==> config.mk <==
export PLATFORM = sky130hd
export DESIGN_NAME = matrix_transpose_ctrl
export DESIGN_NICKNAME = d
export VERILOG_FILES = /design/src/rtl/matrix_pkg.sv /design/src/rtl/matrix_transpose.sv /design/src/rtl/matrix_transpose_ctrl.sv
export SDC_FILE = /design/constraint.sdc
export NUM_CORES = 1
export LEC_CHECK = 0
export CORE_MARGIN = 1.5
export CORE_UTILIZATION = 67
export CTS_BUF_LIST = sky130_fd_sc_hd__clkbuf_2 sky130_fd_sc_hd__clkbuf_4 sky130_fd_sc_hd__clkbuf_8
export DETAILED_ROUTE_END_ITERATION = 12
export PLACE_DENSITY_LB_ADDON = 0.2
export SLEW_MARGIN = 30
export SYNTH_ARGS = -nofsm -noshare
export SYNTH_HDL_FRONTEND = slang
export SYNTH_HIERARCHICAL = 1
export SYNTH_SLANG_ARGS = --single-unit
==> constraint.sdc <==
create_clock -name clk -period 5.45 [get_ports clk]
set_clock_uncertainty 0.2 [all_clocks]
set_input_delay 1.09 -clock clk [delete_from_list [all_inputs] [get_ports clk]]
set_output_delay 1.09 -clock clk [all_outputs]
set_load 0.1 [all_outputs]
==> src/rtl/matrix_pkg.sv <==
// rtl/matrix_pkg.sv - shared types and index-width helper for the matrix transpose blocks
// Contents:
//   xpose_state_t : controller state, LOAD (accepting elements) or DRAIN (emitting elements)
//   idx_width()   : bits needed for a row/column index of an N x N matrix, minimum 1
package matrix_pkg;

  typedef enum logic {
    LOAD  = 1'b0,
    DRAIN = 1'b1
  } xpose_state_t;

  function automatic int idx_width(input int n);
    return (n <= 2) ? 1 : $clog2(n);
  endfunction

endpackage

==> src/rtl/matrix_transpose.sv <==
// rtl/matrix_transpose.sv - combinational N x N matrix transpose datapath
// Parameters: MATRIX_SIZE (N), WORD_LENGTH (element width)
// Ports:
//   a   in  N x N array of WORD_LENGTH elements, a[row][col]
//   a_t out N x N array, a_t[row][col] = a[col][row]
module matrix_transpose
  import matrix_pkg::*;
#(
  parameter int MATRIX_SIZE = 3,
  parameter int WORD_LENGTH = 8
) (
  input  logic [WORD_LENGTH-1:0] a   [MATRIX_SIZE][MATRIX_SIZE],
  output logic [WORD_LENGTH-1:0] a_t [MATRIX_SIZE][MATRIX_SIZE]
);

  for (genvar r = 0; r < MATRIX_SIZE; r++) begin : g_row
    for (genvar c = 0; c < MATRIX_SIZE; c++) begin : g_col
      assign a_t[r][c] = a[c][r];
    end
  end

endmodule

==> src/rtl/matrix_transpose_ctrl.sv <==
// rtl/matrix_transpose_ctrl.sv - streaming load/drain controller around matrix_transpose
// Loads one N x N matrix row-major over in_* (valid/ready), then streams its transpose
// row-major over out_* (valid/ready).
// Parameters: MATRIX_SIZE (N >= 2), WORD_LENGTH (element width)
// Ports:
//   clk, rst        clock, synchronous active-high reset
//   in_data/in_valid/in_last/in_ready   element input; in_last only feeds frame_err
//   out_data/out_valid/out_last/out_ready element output; out_last on the final element
//   busy            high while draining
//   frame_err       one-cycle pulse after an input handshake whose in_last disagrees
//                   with the element count
// Optional: MATRIX_TRANSPOSE_BYPASS_EN adds input 'bypass', sampled on the first element
//   of a matrix; when set that matrix drains in its original order.
module matrix_transpose_ctrl
  import matrix_pkg::*;
#(
  parameter int MATRIX_SIZE = 3,
  parameter int WORD_LENGTH = 8
) (
  input  logic                   clk,
  input  logic                   rst,
  input  logic [WORD_LENGTH-1:0] in_data,
  input  logic                   in_valid,
  input  logic                   in_last,
  output logic                   in_ready,
  output logic [WORD_LENGTH-1:0] out_data,
  output logic                   out_valid,
  output logic                   out_last,
  input  logic                   out_ready,
`ifdef MATRIX_TRANSPOSE_BYPASS_EN
  input  logic                   bypass,
`endif
  output logic                   busy,
  output logic                   frame_err
);

  localparam int IW = idx_width(MATRIX_SIZE);
  localparam logic [IW-1:0] LAST_IDX = IW'(MATRIX_SIZE - 1);

  xpose_state_t state, state_nxt;

  logic [IW-1:0] in_row, in_col, out_row, out_col;
  logic [WORD_LENGTH-1:0] mem_buf [MATRIX_SIZE][MATRIX_SIZE];
  logic [WORD_LENGTH-1:0] mem_t   [MATRIX_SIZE][MATRIX_SIZE];

  logic in_hs, out_hs, in_at_end, out_at_end;

  assign in_hs      = in_valid && in_ready;
  assign out_hs     = out_valid && out_ready;
  assign in_at_end  = (in_row == LAST_IDX) && (in_col == LAST_IDX);
  assign out_at_end = (out_row == LAST_IDX) && (out_col == LAST_IDX);

  // State register
  always_ff @(posedge clk) begin
    if (rst) state <= LOAD;
    else     state <= state_nxt;
  end

  // Next-state logic
  always_comb begin
    state_nxt = state;
    case (state)
      LOAD:    if (in_hs && in_at_end)   state_nxt = DRAIN;
      DRAIN:   if (out_hs && out_at_end) state_nxt = LOAD;
      default: state_nxt = LOAD;
    endcase
  end

  // Outputs decoded from state
  always_comb begin
    in_ready  = (state == LOAD);
    out_valid = (state == DRAIN);
    busy      = (state == DRAIN);
    out_last  = (state == DRAIN) && out_at_end;
  end

  // Input position: column-fastest, cleared after the last element
  always_ff @(posedge clk) begin
    if (rst) begin
      in_row <= '0;
      in_col <= '0;
    end else if (in_hs) begin
      if (in_at_end) begin
        in_row <= '0;
        in_col <= '0;
      end else if (in_col == LAST_IDX) begin
        in_col <= '0;
        in_row <= in_row + IW'(1);
      end else begin
        in_col <= in_col + IW'(1);
      end
    end
  end

  // Output position: same wrap rule, only moves on an accepted output
  always_ff @(posedge clk) begin
    if (rst) begin
      out_row <= '0;
      out_col <= '0;
    end else if (out_hs) begin
      if (out_at_end) begin
        out_row <= '0;
        out_col <= '0;
      end else if (out_col == LAST_IDX) begin
        out_col <= '0;
        out_row <= out_row + IW'(1);
      end else begin
        out_col <= out_col + IW'(1);
      end
    end
  end

  // Element buffer; cleared on reset so out_data reads 0 out of reset
  always_ff @(posedge clk) begin
    if (rst) begin
      for (int r = 0; r < MATRIX_SIZE; r++)
        for (int c = 0; c < MATRIX_SIZE; c++)
          mem_buf[r][c] <= '0;
    end else if (in_hs) begin
      mem_buf[in_row][in_col] <= in_data;
    end
  end

  // in_last is advisory: a mismatch is flagged but the count still frames the matrix
  always_ff @(posedge clk) begin
    if (rst) frame_err <= 1'b0;
    else     frame_err <= in_hs && (in_last != in_at_end);
  end

  matrix_transpose #(
    .MATRIX_SIZE (MATRIX_SIZE),
    .WORD_LENGTH (WORD_LENGTH)
  ) u_transpose (
    .a   (mem_buf),
    .a_t (mem_t)
  );

`ifdef MATRIX_TRANSPOSE_BYPASS_EN
  logic bypass_flag;

  // Captured with the first element so a mid-matrix change of 'bypass' has no effect
  always_ff @(posedge clk) begin
    if (rst)
      bypass_flag <= 1'b0;
    else if (in_hs && (in_row == '0) && (in_col == '0))
      bypass_flag <= bypass;
    else if (out_hs && out_at_end)
      bypass_flag <= 1'b0;
  end

  assign out_data = bypass_flag ? mem_buf[out_row][out_col] : mem_t[out_row][out_col];
`else
  assign out_data = mem_t[out_row][out_col];
`endif

endmodule

==> results_dict.tcl <==
set metrics [dict create \
    outcome "complete, but fails checks" \
    violations "DRC" \
    place_congestion 0.856 \
    crit_arrival_ns 2.65 \
    routedWlPerCell_um 21.5 \
    r2r_slack_ns 3.07 \
    cts_root_buf "clkbuf_8" \
    hp-class "reg2reg" \
    min_period_ns 3.94 \
    synth_edf_count 0 \
    min_path_cells 2 \
    syn_inst 541 \
    place_hpwl_um 6930 \
    path_cells "buf_4 > mux2_2 > a221o_1 > a32o_1 > buf_4" \
    synthSimpleGateAreaFrac 0.142 \
    slew_violations 0 \
    first_iter_violations 530 \
    p_leak_nw 1.37 \
    cts_tree "done" \
    crit_path_start_kind "flop" \
    holdBufCountCts 0 \
    synth_cell_types 43 \
    muxShareOfSynthArea 0.0683 \
    timing.critical_path.buf_inv 2 \
    ant_nets 0 \
    r2r-start "busy$_SDFF_PP0_" \
    synth-adder-area-share 0 \
    core_mm2 0.00646 \
    io_buffers 25 \
    busiest_layer "met2" \
    crit_type "reg2out" \
    grt_usage 0.325 \
    layout_common_cells "dfxtp_1, a21oi_1, nand3_1" \
    path_clk_slew_ns 0.08 \
    grt.met3_usage 0.0516 \
    dieHeight_um 85.3 \
    synth_seq_cells 82 \
    synth_top_area_share 0.361 \
    fillers 549 \
    grt-ovfl-total 0 \
    grt_pass1_vias 3425 \
    crit_end "out_data[1]" \
    clock.fmax_ghz 0.254 \
    dieArea_mm2 0.00728 \
    setup_ws_ns 1.51 \
    synth_compound_area_frac 0.241 \
    rows 29 \
    area_delta_synth_final_pct -4.74 \
    hold_violations 0 \
    numCtsBuffers 9 \
    multi_input_area_mm2 0.00207 \
    crit_fanout 20 \
    dpl_cell_area_mm2 0.00410 \
    ctsResizeCount 0 \
    synthesis.area_mm2 0.00454 \
    rr_endpoint "mem_buf[6]$_SDFFE_PP0P_" \
    vias_per_cell 6.94 \
    finalCritPeriodShare 0.723 \
    ys.warnings.count 6 \
    grt_pass1_wl_um 18300 \
    max_slew_margin 0.341 \
    synth_xor_area_frac 0 \
    fin_nets 466 \
    drive_gt1_frac 0.125 \
    insertion_delay_ns 0.36 \
    ir_drop_mv 0.237 \
    worst_r2r_path_depth 3 \
    dp_slack_ns 1.97 \
    regArea_mm2 0.00164 \
    cellPowerDensity_mw_per_mm2 290 \
    setup_tns_ns 0 \
    tightest_slew_ns 0.985 \
    cp_top_family "buffers and inverters" \
    setup_viol 0 \
    drt_wl_total_um 11500 \
    critPathSlowestCell "dfxtp_1" \
    fin_area_mm2 0.00433 \
    synth_flop_cell "dfxtp_1" \
    cp_common_cell "buf_4" \
    drv_cap 0 \
    syn_nets 554 \
    htreeDepth 3 \
    cts_setup_buffers 0 \
    remaining_drc_errors 1 \
    final_common_cell "dfxtp_1" \
    synthArstFlopShare 0 \
    worstPathRequired_ns 4.16 \
    antenna_found_initial 0 \
    clock_path_buffers 2 \
    dr.pass1.iters 11 \
    gr-usage-met1 0.465 \
    antenna_cells 0 \
    gr-usage-met2 0.482 \
    clock_sinks 82 \
    path_depth 5 \
    rsz0062_at_grt "false" \
    post-synth-top-area-cell "dfxtp_1" \
    critPathCaptureType "output pin" \
    grt_max_degree 83 \
    cp-startpoint "out_row[0]$_SDFFE_PP0P_" \
    synth_top_family_by_area "compound AO/OA/AOI/OAI gates" \
    via_count 3707 \
    ys_top_cells_by_area "dfxtp_1, buf_4, a21oi_1, nand3_1, o21ai_1" \
    avgSynthCellArea_um2 8.40 \
    start_util 0.703 \
    ys_seq_area_frac 0.361 \
    chipWidth_um 85.3 \
    critPathMaxStageDelay_ns 0.64 \
    io_pins 26 \
]
## through the flow
stage | total power [W] | utilization | instances | hold WS [ns]
after global placement | 0.000765 | 0.634 | 519 | 0.262
after floorplan | 0.000741 | - | 541 | 0.255
after global routing | 0.00130 | 0.670 | 534 | 0.298
after detailed placement | 0.000767 | 0.634 | 519 | 0.268
after CTS | 0.00126 | 0.669 | 534 | 0.280
final | 0.00126 | 0.670 | 534 | 0.281
## kinds of logic (layout without fill, tap and decap cells)
logic type / after synthesis / after routing
multiplexers: 26 / 26
AO/OA/AOI/OAI: 186 / 186
buffers and inverters: 135 / 51
AND/OR/NAND/NOR: 112 / 112
flip-flops: 82 / 82
## cell type report
type	instances	area share
sequential	82	0.379
inverter	4	0.00347
timing repair buffer	32	0.0636
multi-input combinational	324	0.479
clock buffer	11	0.0350
tap	77	0.0223
clock inverter	4	0.0174
## worst min path at each step
stage                             start                        to  slack, ns
3_5_place_dp   mem_buf[10]$_SDFFE_PP0P_  mem_buf[10]$_SDFFE_PP0P_       0.27
5_1_grt        mem_buf[11]$_SDFFE_PP0P_  mem_buf[11]$_SDFFE_PP0P_       0.30
3_3_place_gp   mem_buf[41]$_SDFFE_PP0P_  mem_buf[41]$_SDFFE_PP0P_       0.26
2_1_floorplan   mem_buf[0]$_SDFFE_PP0P_   mem_buf[0]$_SDFFE_PP0P_       0.25
4_1_cts        mem_buf[11]$_SDFFE_PP0P_  mem_buf[11]$_SDFFE_PP0P_       0.28
6_report       mem_buf[56]$_SDFFE_PP0P_  mem_buf[56]$_SDFFE_PP0P_       0.28
## state kept, by name (all words and copies together), names as in the netlist
| signal | count |
|---|---|
| frame_err | 1 |
| mem_buf | 72 |
| in_col | 2 |
| out_col | 2 |
| out_row | 2 |
| in_row | 2 |
| busy | 1 |
## where the power goes
part | leakage (nW) | internal [W] | switching (W)
sequential | 0.663 | 0.000608 | 0.00000797
clock | 0.108 | 0.000280 | 0.000219
combinational | 0.596 | 0.0000390 | 0.000102
## worst reg2reg max path: stages (launching register included)
cell and delay (ns):
dfxtp_1 0.53, or4b_2 1.10, o21ai_1 0.29, a21oi_1 0.10
## metal layers
metal,up-vias,part of all wire
li1,1707,-
met1,1751,0.43
met2,221,0.45
met3,28,0.095
met4,0,0.023
met5,-,0
## synth_stat cells, types with 2 or more instances
cell type  count
dfxtp_1       82
buf_4         78
a21oi_1       77
nand3_1       72
o21ai_1       49
clkbuf_1      36
o21ai_0       23
a221o_1       16
buf_2         14
mux2i_1       10
a32o_1         8
mux2_2         8
mux2_4         8
o2bb2ai_1      8
nor2_1         7
nand2_1        5
inv_1          3
nand2b_1       3
nand4bb_1      3
nor2b_1        3
a22oi_1        2
buf_6          2
nand3b_1       2
nor4bb_1       2
or3_1          2
Note: power is estimated with default switching activity, not from simulation.
